$ cat src/rtl/vga_ctrl_pkg.sv
// Shared types and AHB-Lite constants for the VGA character write sequencer.
package vga_ctrl_pkg;

  typedef enum logic [1:0] {
    IDLE = 2'd0,
    ADDR = 2'd1,
    DATA = 2'd2
  } seq_state_t;

  localparam logic [1:0]  HTRANS_IDLE   = 2'b00;
  localparam logic [1:0]  HTRANS_NONSEQ = 2'b10;
  localparam logic [31:0] VGA_BASE_ADDR = 32'h5000_0000;

endpackage

$ cat src/rtl/vga_char_fifo.sv
// Synchronous character FIFO; push is ignored when full, pop is ignored when empty.
module vga_char_fifo #(
  parameter int DEPTH = 8
) (
  input  logic                     clk,
  input  logic                     rst,
  input  logic                     push,
  input  logic [7:0]               push_data,
  input  logic                     pop,
  output logic [7:0]               head,
  output logic                     full,
  output logic                     empty,
  output logic [$clog2(DEPTH):0]   count
);

  localparam int AW = $clog2(DEPTH);
  localparam logic [AW-1:0] PTR_ONE  = AW'(1);
  localparam logic [AW:0]   CNT_ONE  = (AW+1)'(1);
  localparam logic [AW:0]   CNT_FULL = (AW+1)'(DEPTH);

  logic [7:0]    mem_q [DEPTH];
  logic [AW-1:0] wr_ptr_q, wr_ptr_d;
  logic [AW-1:0] rd_ptr_q, rd_ptr_d;
  logic [AW:0]   count_q, count_d;
  logic          do_push, do_pop;

  assign full    = (count_q == CNT_FULL);
  assign empty   = (count_q == '0);
  assign count   = count_q;
  assign head    = mem_q[rd_ptr_q];
  assign do_push = push & ~full;
  assign do_pop  = pop & ~empty;

  // Next pointers and occupancy; power-of-two depth lets the pointers wrap naturally.
  always_comb begin
    wr_ptr_d = wr_ptr_q;
    rd_ptr_d = rd_ptr_q;
    count_d  = count_q;
    if (do_push) wr_ptr_d = wr_ptr_q + PTR_ONE;
    if (do_pop)  rd_ptr_d = rd_ptr_q + PTR_ONE;
    case ({do_push, do_pop})
      2'b10:   count_d = count_q + CNT_ONE;
      2'b01:   count_d = count_q - CNT_ONE;
      default: count_d = count_q;
    endcase
  end

  // Storage array carries no reset; only the pointers define validity.
  always_ff @(posedge clk) begin
    if (do_push) mem_q[wr_ptr_q] <= push_data;
  end

  // Pointer and occupancy registers.
  always_ff @(posedge clk or posedge rst) begin
    if (rst) begin
      wr_ptr_q <= '0;
      rd_ptr_q <= '0;
      count_q  <= '0;
    end else begin
      wr_ptr_q <= wr_ptr_d;
      rd_ptr_q <= rd_ptr_d;
      count_q  <= count_d;
    end
  end

endmodule

$ cat src/rtl/vga_char_write_sequencer.sv
// Two-requester round-robin front end feeding a character FIFO, drained by a
// single-beat AHB-Lite write FSM to the VGA text peripheral.
//
// state | meaning
// IDLE  | bus idle; waits for a queued char (and vsync window when gated)
// ADDR  | address phase: NONSEQ write to the VGA address, held until HREADYOUT
// DATA  | data phase: FIFO head on HWDATA; completes, pops and counts on HREADYOUT
module vga_char_write_sequencer
  import vga_ctrl_pkg::*;
#(
  parameter int          FIFO_DEPTH   = 8,
  parameter logic [31:0] VGA_ADDR     = VGA_BASE_ADDR,
  parameter bit          VBLANK_ONLY  = 1'b1,
  parameter logic        VSYNC_ACTIVE = 1'b0
) (
  input  logic                          HCLK,
  input  logic                          HRESET,
  input  logic                          req0_valid,
  input  logic [7:0]                    req0_data,
  output logic                          req0_ready,
  input  logic                          req1_valid,
  input  logic [7:0]                    req1_data,
  output logic                          req1_ready,
  input  logic                          VSYNC,
  input  logic                          HREADYOUT,
  output logic [31:0]                   HADDR,
  output logic [31:0]                   HWDATA,
  output logic [1:0]                    HTRANS,
  output logic                          HWRITE,
  output logic                          HSEL,
  output logic                          HREADY,
  output logic                          busy,
  output logic [$clog2(FIFO_DEPTH):0]   fifo_count,
  output logic [15:0]                   wr_count
);

  seq_state_t  state_q, state_d;
  logic        rr_q, rr_d;
  logic        hsel_q, hsel_d;
  logic [1:0]  htrans_q, htrans_d;
  logic [31:0] haddr_q, haddr_d;
  logic [31:0] hwdata_q, hwdata_d;
  logic [15:0] wr_count_q, wr_count_d;

  logic        grant0, grant1, push, pop, start_ok;
  logic [7:0]  push_data, fifo_head;
  logic        fifo_full, fifo_empty;

  // Round-robin arbiter; the full flag is the registered one, so a same-cycle pop does not free a slot.
  always_comb begin
    grant0 = ~HRESET & ~fifo_full & req0_valid & (~req1_valid | ~rr_q);
    grant1 = ~HRESET & ~fifo_full & req1_valid & (~req0_valid |  rr_q);
    rr_d   = rr_q;
    if (grant0)      rr_d = 1'b1;
    else if (grant1) rr_d = 1'b0;
  end

  assign push       = grant0 | grant1;
  assign push_data  = grant0 ? req0_data : req1_data;
  assign req0_ready = grant0;
  assign req1_ready = grant1;
  assign start_ok   = !VBLANK_ONLY || (VSYNC == VSYNC_ACTIVE);

  vga_char_fifo #(
    .DEPTH (FIFO_DEPTH)
  ) u_fifo (
    .clk       (HCLK),
    .rst       (HRESET),
    .push      (push),
    .push_data (push_data),
    .pop       (pop),
    .head      (fifo_head),
    .full      (fifo_full),
    .empty     (fifo_empty),
    .count     (fifo_count)
  );

  // Transfer FSM; bus outputs are derived from the next state so they are registered.
  always_comb begin
    state_d    = state_q;
    hwdata_d   = hwdata_q;
    wr_count_d = wr_count_q;
    pop        = 1'b0;
    case (state_q)
      IDLE: if (!fifo_empty && start_ok) state_d = ADDR;
      ADDR: if (HREADYOUT) begin
        state_d  = DATA;
        hwdata_d = {24'h0, fifo_head};
      end
      DATA: if (HREADYOUT) begin
        state_d    = IDLE;
        pop        = 1'b1;
        wr_count_d = wr_count_q + 16'd1;
      end
      default: state_d = IDLE;
    endcase
    hsel_d   = (state_d == ADDR);
    htrans_d = hsel_d ? HTRANS_NONSEQ : HTRANS_IDLE;
    haddr_d  = hsel_d ? VGA_ADDR : 32'h0;
  end

  // State, arbitration pointer and registered bus outputs.
  always_ff @(posedge HCLK or posedge HRESET) begin
    if (HRESET) begin
      state_q    <= IDLE;
      rr_q       <= 1'b0;
      hsel_q     <= 1'b0;
      htrans_q   <= HTRANS_IDLE;
      haddr_q    <= 32'h0;
      hwdata_q   <= 32'h0;
      wr_count_q <= 16'h0;
    end else begin
      state_q    <= state_d;
      rr_q       <= rr_d;
      hsel_q     <= hsel_d;
      htrans_q   <= htrans_d;
      haddr_q    <= haddr_d;
      hwdata_q   <= hwdata_d;
      wr_count_q <= wr_count_d;
    end
  end

  assign HSEL     = hsel_q;
  assign HWRITE   = hsel_q;
  assign HTRANS   = htrans_q;
  assign HADDR    = haddr_q;
  assign HWDATA   = hwdata_q;
  assign HREADY   = HREADYOUT;
  assign wr_count = wr_count_q;
  assign busy     = (state_q != IDLE) | ~fifo_empty;

endmodule

$ cat config.mk
export PLATFORM = sky130hd
export DESIGN_NAME = vga_char_write_sequencer
export DESIGN_NICKNAME = d
export VERILOG_FILES = /design/src/rtl/vga_ctrl_pkg.sv /design/src/rtl/vga_char_fifo.sv /design/src/rtl/vga_char_write_sequencer.sv
export SDC_FILE = /design/constraint.sdc
export NUM_CORES = 1
export LEC_CHECK = 0
export CAP_MARGIN = 40
export CORE_UTILIZATION = 54
export CTS_CLUSTER_SIZE = 14
export DETAILED_ROUTE_END_ITERATION = 8
export PLACE_DENSITY = 0.88
export RECOVER_POWER = 50
export SYNTH_ARGS = -nofsm -noshare
export SYNTH_HDL_FRONTEND = slang
export SYNTH_SLANG_ARGS = --single-unit
$ cat constraint.sdc
create_clock -name HCLK -period 7.4 [get_ports HCLK]
set_input_delay 1.48 -clock HCLK [delete_from_list [all_inputs] [get_ports HCLK]]
set_output_delay 1.48 -clock HCLK [all_outputs]
set_load 0.02 [all_outputs]
== Word level (Yosys, flattened, before mapping) ==
Memories as Yosys holds them, arrays and structs flattened. A register that Yosys moved wholly into a read port is not among the register bits.
Cells that the tools add are included.

* Add/sub/neg operators: 5
* Multipliers: 0
* Divide/modulo/power cells: 0
* Magnitude comparators: 0
* Equality and inequality tests: 6
* Shift operators: 0
* Mux-type cells: 14
* Bitwise gates (word level): 18
* Reduce and logical (&&, ||, !) cells: 9

{| class="wikitable"
|+ Operators by type and width
! cell !! count
|-
| 2-to-1 mux 31 bit || 1
|-
| adder 16 x 1 -> 16 bit (second input constant) || 1
|-
| 2-to-1 mux 2 bit || 4
|-
| 2-to-1 mux 8 bit || 1
|-
| case mux 4 bit (2 select lines) || 1
|-
| bitwise AND 1 bit || 7
|-
| inverter 1 bit || 7
|-
| adder 3 x 1 -> 3 bit (second input constant) || 2
|-
| equality test 2 x 1 -> 1 bit (second input constant) || 3
|-
| 2-to-1 mux 1 bit || 6
|-
| case mux 2 bit (3 select lines) || 1
|-
| nonzero test 2 bit || 3
|-
| adder 4 x 1 -> 4 bit (second input constant) || 1
|-
| equality test 2 bit (second input constant) || 2
|-
| equality test 4 bit (second input constant) || 1
|-
| zero test 4 bit || 1
|-
| OR 1 bit || 4
|-
| AND reduction 2 bit || 2
|-
| subtractor 4 x 1 -> 4 bit (second input constant) || 1
|-
| zero test 2 bit || 1
|-
| logical AND 1 bit || 1
|-
| zero test 1 bit || 1
|}

* Register bits: 63
* Latch bits: 0
* RAM bits: 64
* ROM bits: 0
* Input bits: 22
* Output and inout port bits: 92
* Logic and storage cells: 62
* Memories: 1

{| class="wikitable"
|+ Memories
! memory !! depth !! width !! read ports !! clocked after memory_dff !! wr ports !! RTL line !! text
|-
| u_fifo.mem_q || 8 || 8 || 1 || 1 || 1 || vga_char_fifo.sv:21 || <nowiki>logic [7:0] mem_q [DEPTH];</nowiki>
|}

== Depth between registers and ports, before layout ==
Gate-level depths: netlist of run 1.

* Depth after elaboration: 9
* Depth in mapped cells: 9
* Depth with buffers taken out: 9

== By module ==
Synthesis of run 1 repeated with hierarchy kept, for this count alone.

* Cell total of the unflattened synthesis: 331
* Area, all modules: 4,888.4 µm²

{| class="wikitable"
|+ Modules (own cells, without submodules)
! module !! instances !! cells each !! area each (µm²) !! sequential area each (µm²)
|-
| vga_char_fifo || 1 || 161 || 3,135.5 || 2,172.1
|-
| vga_char_write_sequencer || 1 || 170 || 1,752.9 || 700.7
|}

== Worst setup path after synthesis of run 1 ==
Ideal clock, no wire load.

* Path kind: input port to output port
* From: input port HRESET
* To: output port req1_ready
* Arrival: 1.975 ns
* Required time: 5.920 ns
* Slack: 3.945 ns
* Cell stages on the path: 3
* Buffers on the path: 0
* Cells stage by stage: a21oi_2 > nand2_1 > nor2_1

* Longest elaborated chain between the ends: 4

{| class="wikitable"
|+ Ends and longest elaborated chain
! item !! RTL line !! text
|-
| from (decl) || vga_char_write_sequencer.sv:17 || <nowiki>input logic HRESET,</nowiki>
|-
| inverter 1 bit || vga_char_write_sequencer.sv:52 || <nowiki>grant1 = ~HRESET & ~fifo_full & req1_valid & (~req0_valid | rr_q);</nowiki>
|-
| bitwise AND 1 bit (3 in a row) || vga_char_write_sequencer.sv:52 ||
|-
| to (decl) || vga_char_write_sequencer.sv:23 || <nowiki>output logic req1_ready,</nowiki>
|}

Every way passes these cells.

== Final worst setup path of run 1 ==
* From: input port HRESET
* To: output port req0_ready

* Longest elaborated chain between the ends: 4

{| class="wikitable"
|+ Ends and longest elaborated chain
! item !! RTL line !! text
|-
| inverter 1 bit || vga_char_write_sequencer.sv:51 || <nowiki>grant0 = ~HRESET & ~fifo_full & req0_valid & (~req1_valid | ~rr_q);</nowiki>
|-
| bitwise AND 1 bit (3 in a row) || vga_char_write_sequencer.sv:51 ||
|-
| to (decl) || vga_char_write_sequencer.sv:20 || <nowiki>output logic req0_ready,</nowiki>
|}

Every way passes these cells.

==> results.json, run 1 <==
{
  "hold_path.class": "register to register",
  "overflow": 0,
  "relSlewSlack_pct": -33.0,
  "num_vias": 2805,
  "diodes": 0,
  "utilization_pct": 62.6,
  "coreArea_sq_mm": 0.00872,
  "cp_num_buf_inv": 2,
  "ios": 114,
  "final_nets": 450,
  "power_density_mw_per_mm2": 326,
  "cts.sinks": 102,
  "clkTransAtPathRegs_ps": 90,
  "pre_cts_ws_ps": 2390,
  "cp_slowest_cell": "clkdlybuf4s50_1",
  "yosys_warnings": 0,
  "design.die.area_sq_mm": 0.00940,
  "drtAntennaViolNets": 0,
  "yosys-top-cells-count": "edfxtp_1 (64), buf_4 (61), dfrtp_1 (38), nand2_1 (29), mux2_2 (18)",
  "critPathArrivalTime_ps": 3670,
  "vdd_drop_max_mv": 0.159,
  "dieWidth_um": 97.0,
  "cts-root-buf": "clkbuf_8",
  "ys_top_cells_by_area": "edfxtp_1 (39%), dfrtp_1 (20%), buf_4 (9.4%), mux2_2 (4.2%), mux2i_1 (3.5%)",
  "die_h_um": 97.0,
  "synth_top_area_share_pct": 39.5,
  "synthArstFlopShare_pct": 37.3,
  "cts-hold-fix-buffers": 0,
  "drive_gt1_share_pct": 12.0,
  "cp_max_fo": 9,
  "setup_violations": 0,
  "drt-pass1-iter-count": 4,
  "finalWorstSetupSlack_ps": 2250,
  "drc": 0,
  "grt_pass1_vias": 2652,
  "cts_tree": "built",
  "post_synth_num_cell_types": 49,
  "grt_max_degree": 39,
  "r2r_start": "u_fifo.count[0]$_DFFE_PP0P_",
  "synth_edf_count": 64,
  "critPathCaptureType": "primary output",
  "fmax_mhz": 194,
  "min_period_ps": 5150,
  "cap_violations": 1,
  "synth-seq-area-share_pct": 59.0,
  "wire_per_inst_um": 15.5,
  "critPathLaunch": "HRESET",
  "routabilityCongestion": 0.797,
  "hold_viol": 0,
  "grt_use_total_pct": 18.4,
  "area_delta_synth_final_pct": 12.0,
  "rsz0062_at_grt": "false",
  "portBuffers": 58,
  "post-route-period-util_pct": 69.6,
  "outcome": "finished, violations left",
  "slew_violations": 39,
  "ff2ff_setup_slack_ps": 4190,
  "vias_per_cell": 5.25,
  "initialDrtViolationCount": 119,
  "wl_um": 8280,
  "critPathMaxStageDelay_ps": 740,
  "postCtsSetupBuffers": 0,
  "hpwl_um": 5830,
  "syn_area_sq_mm": 0.00487,
  "grt_first_pass_wirelength_um": 13300,
  "avgSynthCellArea_sq_um": 13.5,
  "clock_latency_ps": 370,
  "start_util_pct": 55.9,
  "required_ps": 5920,
  "hp-start": "wr_count[15]$_DFFE_PP0P_",
  "synthFlopType": "edfxtp_1",
  "numCtsBuffers": 9,
  "cts_max_path_buffers": 2,
  "path_cells": "dlygate4sd3_1 > a21oi_1 > and3_1 > clkdlybuf4s50_1",
  "p_leak_uw": 0.00223,
  "start_kind": "input port",
  "ys_seq_elements": 102,
  "fin_setup_tns_ps": 0,
  "cts_resized": 0,
  "worst_pin_slew_ps": 1990,
  "synth_top_cell_by_area": "edfxtp_1",
  "worstSetupPathType": "input port to primary output",
  "antenna_found_initial": 0,
  "crit_family": "buffers and inverters",
  "h-tree-depth": 3,
  "fp-row-count": 34,
  "clock_skew_ps": 14.6,
  "violations": "capacitance limit, slew limit",
  "synth_most_common_cell": "edfxtp_1",
  "syn_inst": 360
}
## flip-flops by register name, summed over array words and instances (netlist names)
signal / count
u_fifo.rd_ptr_q: 3
HADDR: 1
HWDATA: 8
u_fifo.wr_ptr_q: 3
u_fifo.count: 4
wr_count: 16
state_q: 2
rr_q: 1
u_fifo.mem_q: 64
## layout make-up
class,count,area (sq um)
clock buffer,9,124
multi-input combinational,235,1610
timing repair buffer,67,637
fill,651,3260
inverter,6,22.5
sequential,102,2870
tap,108,135
clock inverter,7,55.1
## cells in the final DEF, fill, tap and decap left out, types with 3 or more instances in the layout
cell type / n
edfxtp_1: 64
conb_1: 55
dfrtp_1: 38
dlygate4sd3_1: 34
nand2_1: 29
clkdlybuf4s50_1: 24
mux2_2: 18
mux2i_1: 17
xnor2_1: 16
o21ai_0: 10
nor2_1: 9
clkbuf_8: 9
mux2_4: 8
nand3_1: 7
nor3_1: 6
ha_1: 6
buf_4: 6
o22ai_1: 5
a221o_1: 5
xor2_1: 5
inv_1: 5
nand4_1: 4
inv_6: 4
and4_1: 3
a22oi_1: 3
o221ai_1: 3
a21oi_1: 3
clkbuf_1: 3
## cell families (layout without fill, tap and decap cells)
| kind of cell | Yosys count | count (layout) | synth area share [%] |
|---|---|---|---|
| and+or+nand+nor | 76 | 76 | 8.68 |
| AOI/OAI and AO/OA | 33 | 33 | 5.06 |
| DFF | 102 | 102 | 59.0 |
| adders and majority gates | 7 | 7 | 1.95 |
| xor gates and xnor gates | 21 | 21 | 3.78 |
| muxes | 43 | 43 | 10.1 |
| other | 1 | 55 | 0.0770 |
| buffers and inverters | 77 | 89 | 11.4 |
## path summary, 6_finish.rpt
kind,endpoint,cells after the start
min in group asynchronous,rr_q$_DFFE_PP0N_,3
worst max register to register,u_fifo.count[3]$_DFFE_PP0P_,9
worst min register to register,wr_count[15]$_DFFE_PP0P_,1
worst min-delay path,wr_count[15]$_DFFE_PP0P_,1
worst max-delay path,req0_ready,4
max in group asynchronous,wr_count[6]$_DFFE_PP0P_,3
## stage by stage
step                      cell area [sq um]  hold WS [ps]  std cells  total power, uW
after floorplan                        5070           500        414             1320
after global placement                 5330           462        517             1480
after detailed placement               5330           462        518             1510
after CTS                              5510           485        534             1830
after global routing                   5460           512        534             1880
final                                  5460           474        534             1780
## per-layer routing
| metal | wire length, um | part of all wire, % | GRT usage, % |
|---|---|---|---|
| met1 | 3450 | 42 | 23.7 |
| met2 | 4170 | 50 | 30.4 |
| met3 | 484 | 5.8 | 4.26 |
| met4 | 171 | 2.1 | 7.12 |
| met5 | 0 | 0 | 0 |
## power by group
part	total (uW)	switching, uW	leakage (uW)	internal, uW
logic	646	363	0.00107	283
registers	815	91.8	0.00107	723
clock network	320	193	0.0000887	126
Power figures use the tool's default switching activity.
==> run 2, diff against run 1 <==
Settings changed: CORE_UTILIZATION 54 to 45, PLACE_DENSITY 0.88 to 0.78.
Clock period 7.4 ns to 4.34 ns, I/O delays scaled along.
==> run 2 against run 1 <==
  * The flow still finishes with violations (capacitance limit, slew limit)
  * Sequential cell count did not move
  * Cell count grew 5.4%
  * Global-route usage shrank 2.8 points
  * Register-to-register slack lost 2900 ps
  * Hold slack got worse by 6.7 ps
  * Critical path type is now input port to register
  * Highest routed layer unchanged
==> results.json, run 2 (synthesis gave the netlist of run 1 again) <==
{
  "antenna_found_initial": 0,
  "power_switching_uw": 1100,
  "diodes": 0,
  "drc": 0,
  "routabilityCongestion": 0.748,
  "cts.sinks": 102,
  "start_kind": "input port",
  "p_sw_share_pct": 35.9,
  "final_nets": 451,
  "finalWorstSetupSlack_ps": 779,
  "hold_path.class": "register to register",
  "portBuffers": 58,
  "dieWidth_um": 106,
  "cts-root-buf": "clkbuf_8",
  "start_util_pct": 46.8,
  "setup_violations": 0,
  "h-tree-depth": 3,
  "min_period_ps": 3560,
  "design_power_total_uw": 3050,
  "layout_commonest_cell": "edfxtp_1",
  "ios": 114,
  "cts_max_path_buffers": 2,
  "clock_latency_ps": 360,
  "critPathArrivalTime_ps": 3810,
  "cap_violations": 1,
  "hold_viol": 0,
  "worst_pin_slew_ps": 2110,
  "met3_length_um": 310,
  "required_ps": 4590,
  "vdd_drop_max_mv": 0.278,
  "design.die.area_sq_mm": 0.0112,
  "numCtsBuffers": 9,
  "post-route-period-util_pct": 82.0,
  "wl_met2_um": 4280,
  "vias_per_cell": 4.92,
  "outcome": "finished, violations left",
  "internal_power_uw": 1960,
  "drtAntennaViolNets": 0,
  "layout_common_cells": "edfxtp_1 (64), conb_1 (55), clkdlybuf4s50_1 (45)",
  "grt_use_total_pct": 15.6,
  "fp-row-count": 37,
  "overflow": 0,
  "postCtsSetupBuffers": 0,
  "r2r_start": "u_fifo.count[0]$_DFFE_PP0P_",
  "power_density_mw_per_mm2": 558,
  "cts_tree": "built",
  "clkTransAtPathRegs_ps": 100,
  "cts-hold-fix-buffers": 0,
  "fmax_mhz": 281,
  "rsz0062_at_grt": "false",
  "highest_layer": "met4",
  "area_delta_synth_final_pct": 12.4,
  "fillCellCount": 887,
  "top_register": "u_fifo.mem_q",
  "power_frac_seq_pct": 45.7,
  "wire_per_inst_um": 15.1,
  "combPwrFrac_pct": 36.1,
  "grt_max_degree": 39,
  "num_vias": 2771,
  "die_h_um": 106,
  "hp-start": "wr_count[15]$_DFFE_PP0P_",
  "grt_first_pass_wirelength_um": 13200,
  "clock_skew_ps": 11.3,
  "drt-pass1-iter-count": 4,
  "hpwl_um": 6010,
  "drive_gt1_share_pct": 10.5,
  "initialDrtViolationCount": 144,
  "slew_violations": 39,
  "critPathCaptureType": "register",
  "met1Wirelength_um": 3840,
  "violations": "capacitance limit, slew limit",
  "pre_cts_ws_ps": 908,
  "power.share.clock_pct": 18.2,
  "largest_register_ffs": 64,
  "critPathLaunch": "req1_valid",
  "p_leak_uw": 0.00217,
  "cts_resized": 0,
  "wl_um": 8530,
  "relSlewSlack_pct": -40.7,
  "fin_setup_tns_ps": 0,
  "worstSetupPathType": "input port to register",
  "coreArea_sq_mm": 0.0104,
  "grt_pass1_vias": 2594,
  "cp_max_fo": 6
}
==> run 2: path summary, 6_finish.rpt <==
check	cells after the start	end	slack, ps
min in group asynchronous	3	rr_q$_DFFE_PP0N_	1760
max in group asynchronous	3	HWDATA[2]$_DFFE_PP0P_	1360
min reg2reg	1	wr_count[15]$_DFFE_PP0P_	470
max	10	u_fifo.count[3]$_DFFE_PP0P_	780
min	1	wr_count[15]$_DFFE_PP0P_	470
max reg2reg	9	u_fifo.count[3]$_DFFE_PP0P_	1300
==> run 2: area by class of cell <==
class	count	area [sq um]	share of cell area (%)
clock inverters	5	41.3	0.754
flip-flops and latches	102	2870	52.5
clock buffers	11	141	2.58
multi-input cells	235	1580	28.9
well taps	136	170	3.11
inverters	6	22.5	0.411
repair buffers	68	644	11.8
==> run 2: metal layers <==
metal | vias up | global-route usage [%]
li1 | 1317 | -
met1 | 1356 | 20.3
met2 | 90 | 26.2
met3 | 8 | 3.49
met4 | 0 | 4.66
met5 | - | 0
==> run 2: power by group through the flow <==
stage	Combinational [uW]	Sequential (uW)	Clock [uW]
after floorplan	788	1470	0
after global placement	1120	1400	0
after detailed placement	1150	1420	0
after CTS	1150	1400	570
after global routing	1200	1420	610
final	1100	1390	557
==> run 2: worst max-delay path, stage by stage <==
cell and delay, ps:
dlygate4sd3_1 580, nor2_1 60, a211oi_1 620, clkinv_1 290, ha_1 320, ha_1 280
a21o_2 220, a2111oi_0 340, nand4b_1 160, nand3_1 70
==> run 2: metrics by stage <==
| stage | util (%) | std cells | cell area, sq um | hold WS, ps |
|---|---|---|---|---|
| global route | 52.6 | 563 | 5470 | 504 |
| floorplan | - | 414 | 5070 | 500 |
| CTS | 53.3 | 563 | 5550 | 482 |
| detailed placement | 51.5 | 547 | 5370 | 464 |
| finish | 52.6 | 563 | 5470 | 468 |
| global placement | 51.5 | 547 | 5370 | 465 |
==> run 3, diff against run 2 <==
Clock period 4.34 ns to 2.95 ns, I/O delays scaled along.
==> run 3 against run 2 <==
  * The flow now finishes without violations
  * Largest cell class unchanged
  * First-iteration DRC count decreased by 17%
  * Via count increased by 1.6%
  * Clock power increased by 39%
  * Highest routed layer unchanged
==> results.json, run 3 (synthesis gave the netlist of run 1 again) <==
{
  "clkTransAtPathRegs_ps": 90,
  "cts-root-buf": "clkbuf_8",
  "start_kind": "input port",
  "numCtsBuffers": 9,
  "worstSetupPathType": "input port to primary output",
  "crit_family": "buffers and inverters",
  "overflow": 0,
  "drc": 0,
  "cts_resized": 0,
  "wl_um": 8540,
  "hold_ws_ps": 479,
  "cp_slowest_cell": "clkdlybuf4s50_1",
  "rsz0062_at_grt": "false",
  "h-tree-depth": 3,
  "fin_area_sq_mm": 0.00553,
  "grt_use_total_pct": 15.8,
  "dieWidth_um": 106,
  "required_ps": 2360,
  "hold_path.class": "register to register",
  "largest_register_ffs": 64,
  "utilization_pct": 53.1,
  "fin_setup_tns_ps": 0,
  "setup_violations": 0,
  "num_vias": 2815,
  "coreArea_sq_mm": 0.0104,
  "area_delta_synth_final_pct": 13.5,
  "layout_common_cells": "edfxtp_1 (64), conb_1 (55), clkdlybuf4s50_1 (44)",
  "fmax_mhz": 368,
  "drive_gt1_share_pct": 12.0,
  "critPathCaptureType": "primary output",
  "hold_viol": 0,
  "r2r_start": "u_fifo.count[0]$_DFFE_PP0P_",
  "slew_violations": 0,
  "clock_skew_ps": 8.86,
  "final_nets": 459,
  "power_density_mw_per_mm2": 815,
  "rr_endpoint": "u_fifo.count[3]$_DFFE_PP0P_",
  "outcome": "complete, no violations",
  "design.die.area_sq_mm": 0.0112,
  "ios": 114,
  "clock_latency_ps": 350,
  "drt-pass1-iter-count": 4,
  "cap_violations": 0,
  "hp-start": "wr_count[15]$_DFFE_PP0P_",
  "cp_max_fo": 3,
  "cts-hold-fix-buffers": 0,
  "postCtsSetupBuffers": 0,
  "portBuffers": 58,
  "cts.sinks": 102,
  "placed_area_sq_mm": 0.00543,
  "die_h_um": 106,
  "cp_num_buf_inv": 2,
  "ff2ff_setup_slack_ps": 410,
  "worst_pin_slew_ps": 996,
  "grt_pass1_vias": 2700,
  "critPathArrivalTime_ps": 2130,
  "wire_per_inst_um": 15.0,
  "min_period_ps": 2720,
  "post-route-period-util_pct": 92.2,
  "whs_path_depth": 1,
  "antenna_found_initial": 0,
  "critPathMaxStageDelay_ps": 610,
  "top_register": "u_fifo.mem_q",
  "grt_max_degree": 39,
  "design_power_total_uw": 4500,
  "initialDrtViolationCount": 120,
  "reg2reg_depth": 9,
  "fp-row-count": 37,
  "vias_per_cell": 4.93,
  "cts_tree": "built",
  "vdd_drop_max_mv": 0.370,
  "routabilityCongestion": 0.758,
  "cts_max_path_buffers": 2,
  "p_leak_uw": 0.00220,
  "worst_hold_path.endpoint": "wr_count[15]$_DFFE_PP0P_",
  "layout_commonest_cell": "edfxtp_1",
  "drtAntennaViolNets": 0,
  "diodes": 0,
  "path_cells": "clkdlybuf4s50_1 > a21oi_1 > and3_1 > clkdlybuf4s50_1",
  "hpwl_um": 6100,
  "start_util_pct": 46.8,
  "grt_first_pass_wirelength_um": 13600,
  "fillCellCount": 888,
  "crit_path_frequent_cell": "clkdlybuf4s50_1",
  "relSlewSlack_pct": 33.0
}
run 3: changes by cell type in the layout (fill, tap and decap cells not counted), moves of 2 or more:
cell      delta
mux2_1       -5
clkinv_2     +2
mux2_4       +5
inv_6        -3
clkbuf_1     +7
o21ai_1      +4
o21ai_0      -4
run 3: routing by layer:
layer | share of wire (%) | wire length [um] | up-vias | track usage, %
li1 | - | - | 1319 | -
met1 | 44 | 3780 | 1391 | 19.8
met2 | 51 | 4360 | 99 | 27.5
met3 | 3.6 | 308 | 6 | 3.00
met4 | 1.0 | 87 | 0 | 4.86
met5 | 0 | 0 | - | 0
run 3: final cells by class:
cell class                 instances  area, sq um  share of cell area (%)
clock buffer                      12          145                    2.63
clock inverter                     4         23.8                   0.430
inverter                           6         22.5                   0.408
multi-input combinational        235         1610                    29.2
sequential                       102         2870                    52.0
tap                              136          170                    3.08
timing repair buffer              76          679                    12.3
run 3: report_power, final:
group	total, uW	internal, uW	switching (uW)
sequential	2100	1810	291
clock	774	329	445
combinational	1630	760	865
run 3: worst max-delay path by stage:
stage / from / end / slack, ps / depth (start not counted)
5_1_grt: HRESET / req1_ready / 90 / 5
3_3_place_gp: req1_valid / u_fifo.count[3]$_DFFE_PP0P_ / 130 / 10
4_1_cts: HRESET / req0_ready / 270 / 4
6_report: HRESET / req0_ready / 230 / 4
3_5_place_dp: req1_valid / u_fifo.count[3]$_DFFE_PP0P_ / -40 / 10
2_1_floorplan: u_fifo.count[0]$_DFFE_PP0P_ / u_fifo.count[3]$_DFFE_PP0P_ / 450 / 8
run 3: worst reg2reg max path: cells and delay by family (launching register included):
family | cells | cell delay [ps]
AOI/OAI and AO/OA | 2 | 660
and+or+nand+nor | 4 | 610
adders and majority gates | 2 | 500
DFF | 1 | 490
buffers and inverters | 1 | 170
run 3: metrics by stage:
stage,instances,setup slack [ps]
CTS,571,265
floorplan,414,452
global placement,555,126
global route,571,92.5
detailed placement,555,-37.4
finish,571,230
